--- config.mk ---
export PLATFORM = sky130hd
export DESIGN_NAME = reg_dump
export DESIGN_NICKNAME = d
export VERILOG_FILES = /design/src/rtl/reg_dump_pkg.sv /design/src/rtl/reg_dump_ser.sv /design/src/rtl/reg_dump.sv
export SDC_FILE = /design/constraint.sdc
export NUM_CORES = 1
export LEC_CHECK = 0
export ABC_CLOCK_PERIOD_IN_PS = 2500
export BUFFER_PORTS_ARGS = -buffer_cell sky130_fd_sc_hd__buf_2
export CAP_MARGIN = 20
export CORE_MARGIN = 4
export CORE_UTILIZATION = 48
export CTS_CLUSTER_SIZE = 8
export DETAILED_ROUTE_END_ITERATION = 8
export PLACE_DENSITY = 0.82
export SLEW_MARGIN = 20
export SYNTH_ARGS = -nofsm -noshare
export SYNTH_HDL_FRONTEND = slang
export SYNTH_SLANG_ARGS = --single-unit
--- constraint.sdc ---
create_clock -name clk -period 2.5 [get_ports clk]
set_clock_uncertainty 0.15 [all_clocks]
set_input_delay 0.5 -clock clk [delete_from_list [all_inputs] [get_ports clk]]
set_output_delay 0.5 -clock clk [all_outputs]
set_load 0.01 [all_outputs]
--- src/rtl/reg_dump_pkg.sv ---
// ----------------------------------------------------------------------------
// reg_dump_pkg
// Shared types and constants for the register-file dump engine (reg_dump) and
// its byte serializer (reg_dump_ser).
// ----------------------------------------------------------------------------
package reg_dump_pkg;

    localparam int unsigned REG_IDX_W      = 5;
    localparam int unsigned DATA_W         = 32;
    localparam int unsigned BYTE_W         = 8;
    localparam int unsigned BYTES_PER_WORD = 4;
    localparam int unsigned BCNT_W         = 2;

    // Dump sequencer states; CSUM is only reachable with REG_DUMP_CSUM_EN.
    typedef enum logic [2:0] {
        IDLE     = 3'd0,
        WAIT_RDY = 3'd1,
        SEND     = 3'd2,
        CSUM     = 3'd3,
        DONE     = 3'd4
    } state_e;

    // Select byte 'sel' of a word; byte 0 is bits 7:0.
    function automatic logic [BYTE_W-1:0] word_byte(
        input logic [DATA_W-1:0] word,
        input logic [BCNT_W-1:0] sel
    );
        word_byte = word[{sel, 3'b000} +: BYTE_W];
    endfunction

endpackage : reg_dump_pkg

--- src/rtl/reg_dump_ser.sv ---
// ----------------------------------------------------------------------------
// reg_dump_ser
// Word-to-byte serializer with a valid/ready byte output. A loaded 32-bit word
// is presented LSB byte first; each accepted byte advances to the next with no
// bubble. A single byte may also be loaded (used for the checksum), which is
// treated as the last byte of its group.
//
// Ports:
//   clk, rst_n      clock, asynchronous active-low reset
//   i_load_word     capture i_word and present its byte 0
//   i_word          32-bit word to serialize
//   i_load_byte     present i_byte as a lone final byte
//   i_byte          single byte to present
//   i_stop          drop valid after the current transfer (abort)
//   i_tx_ready      sink accepts the presented byte
//   o_tx_data       presented byte (registered)
//   o_tx_valid      presented byte is valid (registered)
//   o_xfer_c        transfer happens this cycle (combinational)
//   o_last_c        presented byte is the last of its group (combinational)
// ----------------------------------------------------------------------------
module reg_dump_ser
    import reg_dump_pkg::*;
(
    input  logic              clk,
    input  logic              rst_n,
    input  logic              i_load_word,
    input  logic [DATA_W-1:0] i_word,
    input  logic              i_load_byte,
    input  logic [BYTE_W-1:0] i_byte,
    input  logic              i_stop,
    input  logic              i_tx_ready,
    output logic [BYTE_W-1:0] o_tx_data,
    output logic              o_tx_valid,
    output logic              o_xfer_c,
    output logic              o_last_c
);

    logic [DATA_W-1:0] r_word;
    logic [BCNT_W-1:0] r_bcnt;
    logic [BYTE_W-1:0] r_data;
    logic              r_valid;
    logic [BCNT_W-1:0] w_bcnt_nxt;

    assign o_xfer_c   = r_valid & i_tx_ready;
    assign o_last_c   = (r_bcnt == BCNT_W'(BYTES_PER_WORD - 1));
    assign w_bcnt_nxt = r_bcnt + BCNT_W'(1);

    // Byte pointer, output byte and valid; data only changes on load or transfer,
    // so it is stable while the sink stalls.
    always_ff @(posedge clk or negedge rst_n) begin
        if (!rst_n) begin
            r_word  <= '0;
            r_bcnt  <= '0;
            r_data  <= '0;
            r_valid <= 1'b0;
        end else if (i_load_word) begin
            r_word  <= i_word;
            r_bcnt  <= '0;
            r_data  <= word_byte(i_word, BCNT_W'(0));
            r_valid <= 1'b1;
        end else if (i_load_byte) begin
            // A lone byte is marked as last so its transfer ends the group.
            r_bcnt  <= BCNT_W'(BYTES_PER_WORD - 1);
            r_data  <= i_byte;
            r_valid <= 1'b1;
        end else if (o_xfer_c) begin
            if (o_last_c || i_stop) begin
                r_valid <= 1'b0;
            end else begin
                r_bcnt  <= w_bcnt_nxt;
                r_data  <= word_byte(r_word, w_bcnt_nxt);
            end
        end
    end

    assign o_tx_data  = r_data;
    assign o_tx_valid = r_valid;

endmodule : reg_dump_ser

--- src/rtl/reg_dump.sv ---
// ----------------------------------------------------------------------------
// reg_dump
// Debug-port reader for the register file. On a start request it walks
// x0..x(NUM_REGS-1) through the register file debug mux, captures each 32-bit
// value when the register file reports ready, and streams it out as four
// bytes, LSB first, over a valid/ready byte interface (towards the debug UART).
// If the register file drops ready while a word is being sent, the byte in
// flight is completed and the dump ends with err=1.
//
// Optional feature (macro REG_DUMP_CSUM_EN): an 8-bit XOR checksum of all data
// bytes is sent as one extra byte after the last data byte of a full dump.
//
// Ports:
//   clk, rst_n      clock, asynchronous active-low reset
//   start           one-cycle dump request, honoured only when idle
//   rf_rdy          register file ready
//   dbg_reg_sel     register index for the debug mux
//   dbg_reg_data    debug read data (combinational from dbg_reg_sel)
//   tx_data         byte to transmit
//   tx_valid        tx_data valid
//   tx_ready        sink accepts byte
//   busy            dump in progress
//   done            one-cycle pulse at end of dump
//   err             qualifies done: dump was aborted
// ----------------------------------------------------------------------------
module reg_dump
    import reg_dump_pkg::*;
#(
    parameter int unsigned NUM_REGS = 32
) (
    input  logic                 clk,
    input  logic                 rst_n,
    input  logic                 start,
    input  logic                 rf_rdy,
    output logic [REG_IDX_W-1:0] dbg_reg_sel,
    input  logic [DATA_W-1:0]    dbg_reg_data,
    output logic [BYTE_W-1:0]    tx_data,
    output logic                 tx_valid,
    input  logic                 tx_ready,
    output logic                 busy,
    output logic                 done,
    output logic                 err
);

    localparam logic [REG_IDX_W-1:0] LAST_IDX = REG_IDX_W'(NUM_REGS - 1);

    state_e                 r_state;
    state_e                 w_state_nxt;
    logic                   r_start;
    logic                   r_abort;
    logic [REG_IDX_W-1:0]   r_idx;
    logic                   r_busy;
    logic                   r_done;
    logic                   r_err;

    logic                   w_load_word;
    logic                   w_load_byte;
    logic                   w_stop;
    logic                   w_err_nxt;
    logic                   w_idx_clr;
    logic                   w_idx_inc;
    logic                   w_xfer;
    logic                   w_last;
    logic [BYTE_W-1:0]      w_csum_byte;
    logic [BYTE_W-1:0]      w_tx_data;

    // Start request is registered and only accepted while idle, so a request
    // during a dump or coincident with done never queues a new dump.
    always_ff @(posedge clk or negedge rst_n) begin
        if (!rst_n) begin
            r_start <= 1'b0;
        end else begin
            r_start <= start && (r_state == IDLE);
        end
    end

    // State register.
    always_ff @(posedge clk or negedge rst_n) begin
        if (!rst_n) begin
            r_state <= IDLE;
        end else begin
            r_state <= w_state_nxt;
        end
    end

    // Next-state and per-cycle control.
    always_comb begin
        w_state_nxt = r_state;
        w_load_word = 1'b0;
        w_load_byte = 1'b0;
        w_stop      = 1'b0;
        w_err_nxt   = 1'b0;
        w_idx_clr   = 1'b0;
        w_idx_inc   = 1'b0;
        case (r_state)
            IDLE: begin
                if (r_start) begin
                    w_idx_clr   = 1'b1;
                    w_state_nxt = WAIT_RDY;
                end
            end
            WAIT_RDY: begin
                if (rf_rdy) begin
                    w_load_word = 1'b1;
                    w_state_nxt = SEND;
                end
            end
            SEND: begin
                if (w_xfer) begin
                    if (r_abort || !rf_rdy) begin
                        // Ready dropped during this word: finish the byte, then abort.
                        w_stop      = 1'b1;
                        w_err_nxt   = 1'b1;
                        w_state_nxt = DONE;
                    end else if (w_last) begin
                        if (r_idx == LAST_IDX) begin
`ifdef REG_DUMP_CSUM_EN
                            w_load_byte = 1'b1;
                            w_state_nxt = CSUM;
`else
                            w_state_nxt = DONE;
`endif
                        end else begin
                            w_idx_inc   = 1'b1;
                            w_state_nxt = WAIT_RDY;
                        end
                    end
                end
            end
            CSUM: begin
                if (w_xfer) begin
                    w_state_nxt = DONE;
                end
            end
            DONE: begin
                w_state_nxt = IDLE;
            end
            default: begin
                w_state_nxt = IDLE;
            end
        endcase
    end

    // Register index; never advances past the last dumped register.
    always_ff @(posedge clk or negedge rst_n) begin
        if (!rst_n) begin
            r_idx <= '0;
        end else if (w_idx_clr) begin
            r_idx <= '0;
        end else if (w_idx_inc) begin
            r_idx <= r_idx + REG_IDX_W'(1);
        end
    end

    // Sticky abort: any SEND cycle with rf_rdy low aborts at the next transfer.
    always_ff @(posedge clk or negedge rst_n) begin
        if (!rst_n) begin
            r_abort <= 1'b0;
        end else if (w_load_word) begin
            r_abort <= 1'b0;
        end else if ((r_state == SEND) && !rf_rdy) begin
            r_abort <= 1'b1;
        end
    end

`ifdef REG_DUMP_CSUM_EN
    logic [BYTE_W-1:0] r_csum;

    // Running XOR of every transferred data byte, cleared when a dump starts.
    always_ff @(posedge clk or negedge rst_n) begin
        if (!rst_n) begin
            r_csum <= '0;
        end else if (w_idx_clr) begin
            r_csum <= '0;
        end else if ((r_state == SEND) && w_xfer) begin
            r_csum <= r_csum ^ w_tx_data;
        end
    end

    // Includes the last data byte, which transfers in the same cycle the checksum loads.
    assign w_csum_byte = r_csum ^ w_tx_data;
`else
    assign w_csum_byte = '0;
`endif

    // Status outputs registered from the next state.
    always_ff @(posedge clk or negedge rst_n) begin
        if (!rst_n) begin
            r_busy <= 1'b0;
            r_done <= 1'b0;
            r_err  <= 1'b0;
        end else begin
            r_busy <= (w_state_nxt == WAIT_RDY) || (w_state_nxt == SEND) ||
                      (w_state_nxt == CSUM);
            r_done <= (w_state_nxt == DONE) && (r_state != DONE);
            r_err  <= (w_state_nxt == DONE) && (r_state != DONE) && w_err_nxt;
        end
    end

    reg_dump_ser u_ser (
        .clk         (clk),
        .rst_n       (rst_n),
        .i_load_word (w_load_word),
        .i_word      (dbg_reg_data),
        .i_load_byte (w_load_byte),
        .i_byte      (w_csum_byte),
        .i_stop      (w_stop),
        .i_tx_ready  (tx_ready),
        .o_tx_data   (w_tx_data),
        .o_tx_valid  (tx_valid),
        .o_xfer_c    (w_xfer),
        .o_last_c    (w_last)
    );

    assign tx_data     = w_tx_data;
    assign dbg_reg_sel = r_idx;
    assign busy        = r_busy;
    assign done        = r_done;
    assign err         = r_err;

endmodule : reg_dump

==> results.ini <==
[outcome]
status = completed

[power_and_ir_drop]
ir_drop_mv = 0.343
finalPower_w = 0.00154
p_per_area_mw_per_mm2 = 522
p_leak_nw = 1.67

[timing]
max_freq_mhz = 418
timing.final.ws_setup_ns = 0.109
timing.final.crit_share = 0.956
slew_viol_final = 0
tns_ns = 0
setup_viol = 0
rsz0062_at_grt = no
worst_pin_slew_ns = 0.747
finalHoldViolations = 0
worst_hold_slack_ns = 0.0982
slew_headroom = 0.502
finalCriticalPeriod_ns = 2.39

[yosys]
synth_warnings = 0
synth_common_cells = nand2_1, dfrtp_1, o21ai_0, mux2i_1, nor2_1
synthCells = 247
synthArstFlopShare = 1.00
synth_top_cell_by_area = dfrtp_1
yosysTopAreaCellShare = 0.563
synth_seq_cells = 56
synth_nets = 287
synth_most_common_cell = nand2_1
synth_flop_cell = dfrtp_1
syn_area_sq_mm = 0.00249
synth_cell_type_count = 31
synthTopCellsByArea = dfrtp_1, nand2_1, mux4_2
synth-edff-count = 0
synth_area_per_cell_sq_um = 10.1
ys_seq_area_frac = 0.563

[cells_and_area]
synthToLayoutAreaGrowth_pct = 18.6
diodes = 0
nNetsFinal = 341
finalNonFillerCells = 369
drive_gt1_frac = 0.265

[placed_design]
place_ws_ns = 0.132
place.gp.congestion = 0.844
dp.cells = 361
port_buffers = 53
hpwl_mm = 3.66

[clocking]
cts_resized = 0
cts_buffer_depth = 2
post_cts_buffers = 0
htreeDepth = 2
tritoncts = built
cts_sinks = 56
clkTransAtPathRegs_ns = 0.10
numCtsBuffers = 5
clk-insertion-delay-late_ns = 0.31
root_buffer = clkbuf_8
hold_buffers = 0

[setup_path]
crit_arrival_ns = 2.48
r2r_start = dbg_reg_sel[0]
critPathMaxStageDelay_ns = 0.47
crit_path_start_kind = flip-flop
critical_path_buf_inv_count = 0
path_cells = ha_1, and3_1, ha_1, nand3b_1, or4_4, or3_1, a21oi_2
crit_start = dbg_reg_sel[0]
critical_path_required_ns = 2.59
endpoint_kind = flip-flop
critPathMostFrequentCell = ha_1
cpLargestDelayFamily = simple AND/OR/NAND/NOR gates
path_class = reg2reg
path_max_fanout = 5
cp_slowest_cell = or4_4

[route]
via_per_inst = 5.05
antenna_left = 0
drt_iter0_drc = 118
vias = 1864
dr.pass1.iters = 4
routedWlPerCell_um = 13.6
drc = 0
drt-total-wl_mm = 5.02

[floorplan]
coreArea_sq_mm = 0.00488
chipHeight_um = 80.0
row_count = 25
io_pins = 54
die_area_sq_mm = 0.00640
die_w_um = 80.0
start_util = 0.510

[grt]
grt_max_degree = 44
globalRouteTotalUtil = 0.170
overflow = 0
grt_pass1_vias = 1895
grt_pass1_wl_mm = 8.49
antenna_found_initial = 0

[flow_run]
maxCapViolations = 0

[hold_path]
hold_path.class = in2async

cell families after synthesis:
group                    Yosys count  share of synthesized area
XOR/XNOR                           2                    0.00704
adder cells (fa/ha/maj)            3                     0.0151
buffers and inverters             15                     0.0261
multiplexers                      20                      0.121
AND/OR/NAND/NOR                  131                      0.222
flip-flops                        56                      0.563
AO/OA/AOI/OAI                     20                     0.0463
per-layer routing:
layer	vias up	track usage	part of all wire
li1	923	-	-
met5	-	0	0
met1	882	0.226	0.43
met2	53	0.276	0.49
met4	0	0.0642	0.015
met3	6	0.0339	0.059
layout by cell type (no fill, tap or decap), drive strengths merged, types with 2 or more instances in the layout:
| cell type | count |
|---|---|
| or3 | 3 |
| and2 | 2 |
| nor2 | 10 |
| ha | 3 |
| nor3 | 4 |
| buf | 59 |
| or3b | 2 |
| nand3 | 3 |
| dfrtp | 56 |
| o21ai | 13 |
| nor2b | 2 |
| and3 | 2 |
| inv | 3 |
| mux4 | 8 |
| clkbuf | 5 |
| a21oi | 3 |
| nand2 | 99 |
| mux2i | 12 |
final cells by class:
class / instances / area [sq um]
clock buffers: 5 / 68.8
clock inverters: 3 / 42.5
fillers: 425 / 1930
inverters: 3 / 11.3
multi-input cells: 176 / 1030
flip-flops and latches: 56 / 1400
well taps: 67 / 83.8
repair buffers: 59 / 310
path summary, 6_finish.rpt:
| check | endpoint | slack [ns] | cells after the start |
|---|---|---|---|
| max | dbg_reg_sel[3] | 0.11 | 7 |
| min | u_ser.r_word[3] | 0.1 | 1 |
| max reg2reg | dbg_reg_sel[3] | 0.11 | 7 |
| min reg2reg | u_ser.r_word[30] | 0.33 | 2 |
| max in group asynchronous | dbg_reg_sel[1] | 1.43 | 2 |
| min in group clk | u_ser.r_word[12] | 0.22 | 3 |
worst register-to-register path, cell delays in order, from the launching register on:
cell and delay, ns:
dfrtp_1 0.42, ha_1 0.22, and3_1 0.18, ha_1 0.18, nand3b_1 0.19, or4_4 0.47
or3_1 0.38, a21oi_2 0.15
power breakdown:
group	internal [W]	leakage (nW)	switching, W
logic	0.0000228	0.847	0.0000268
registers	0.000905	0.767	0
clock network	0.000297	0.0541	0.000288
total	0.00122	1.67	0.000315
sequential cells by signal, summed over array words and instances, names as in the netlist:
signal / flops
u_ser.r_word: 32
u_ser.o_tx_data: 8
dbg_reg_sel: 5
r_state: 3
u_ser.r_bcnt: 2
busy: 1
done: 1
err: 1
r_abort: 1
r_start: 1
u_ser.o_tx_valid: 1
per-stage QoR:
step / cell area, sq um / utilization
5_1_grt: 2950 / 0.605
6_report: 2950 / 0.605
3_3_place_gp: 2840 / 0.581
3_5_place_dp: 2840 / 0.581
2_1_floorplan: 2490 / -
4_1_cts: 2950 / 0.604
Note: power is estimated with default switching activity, not from simulation.
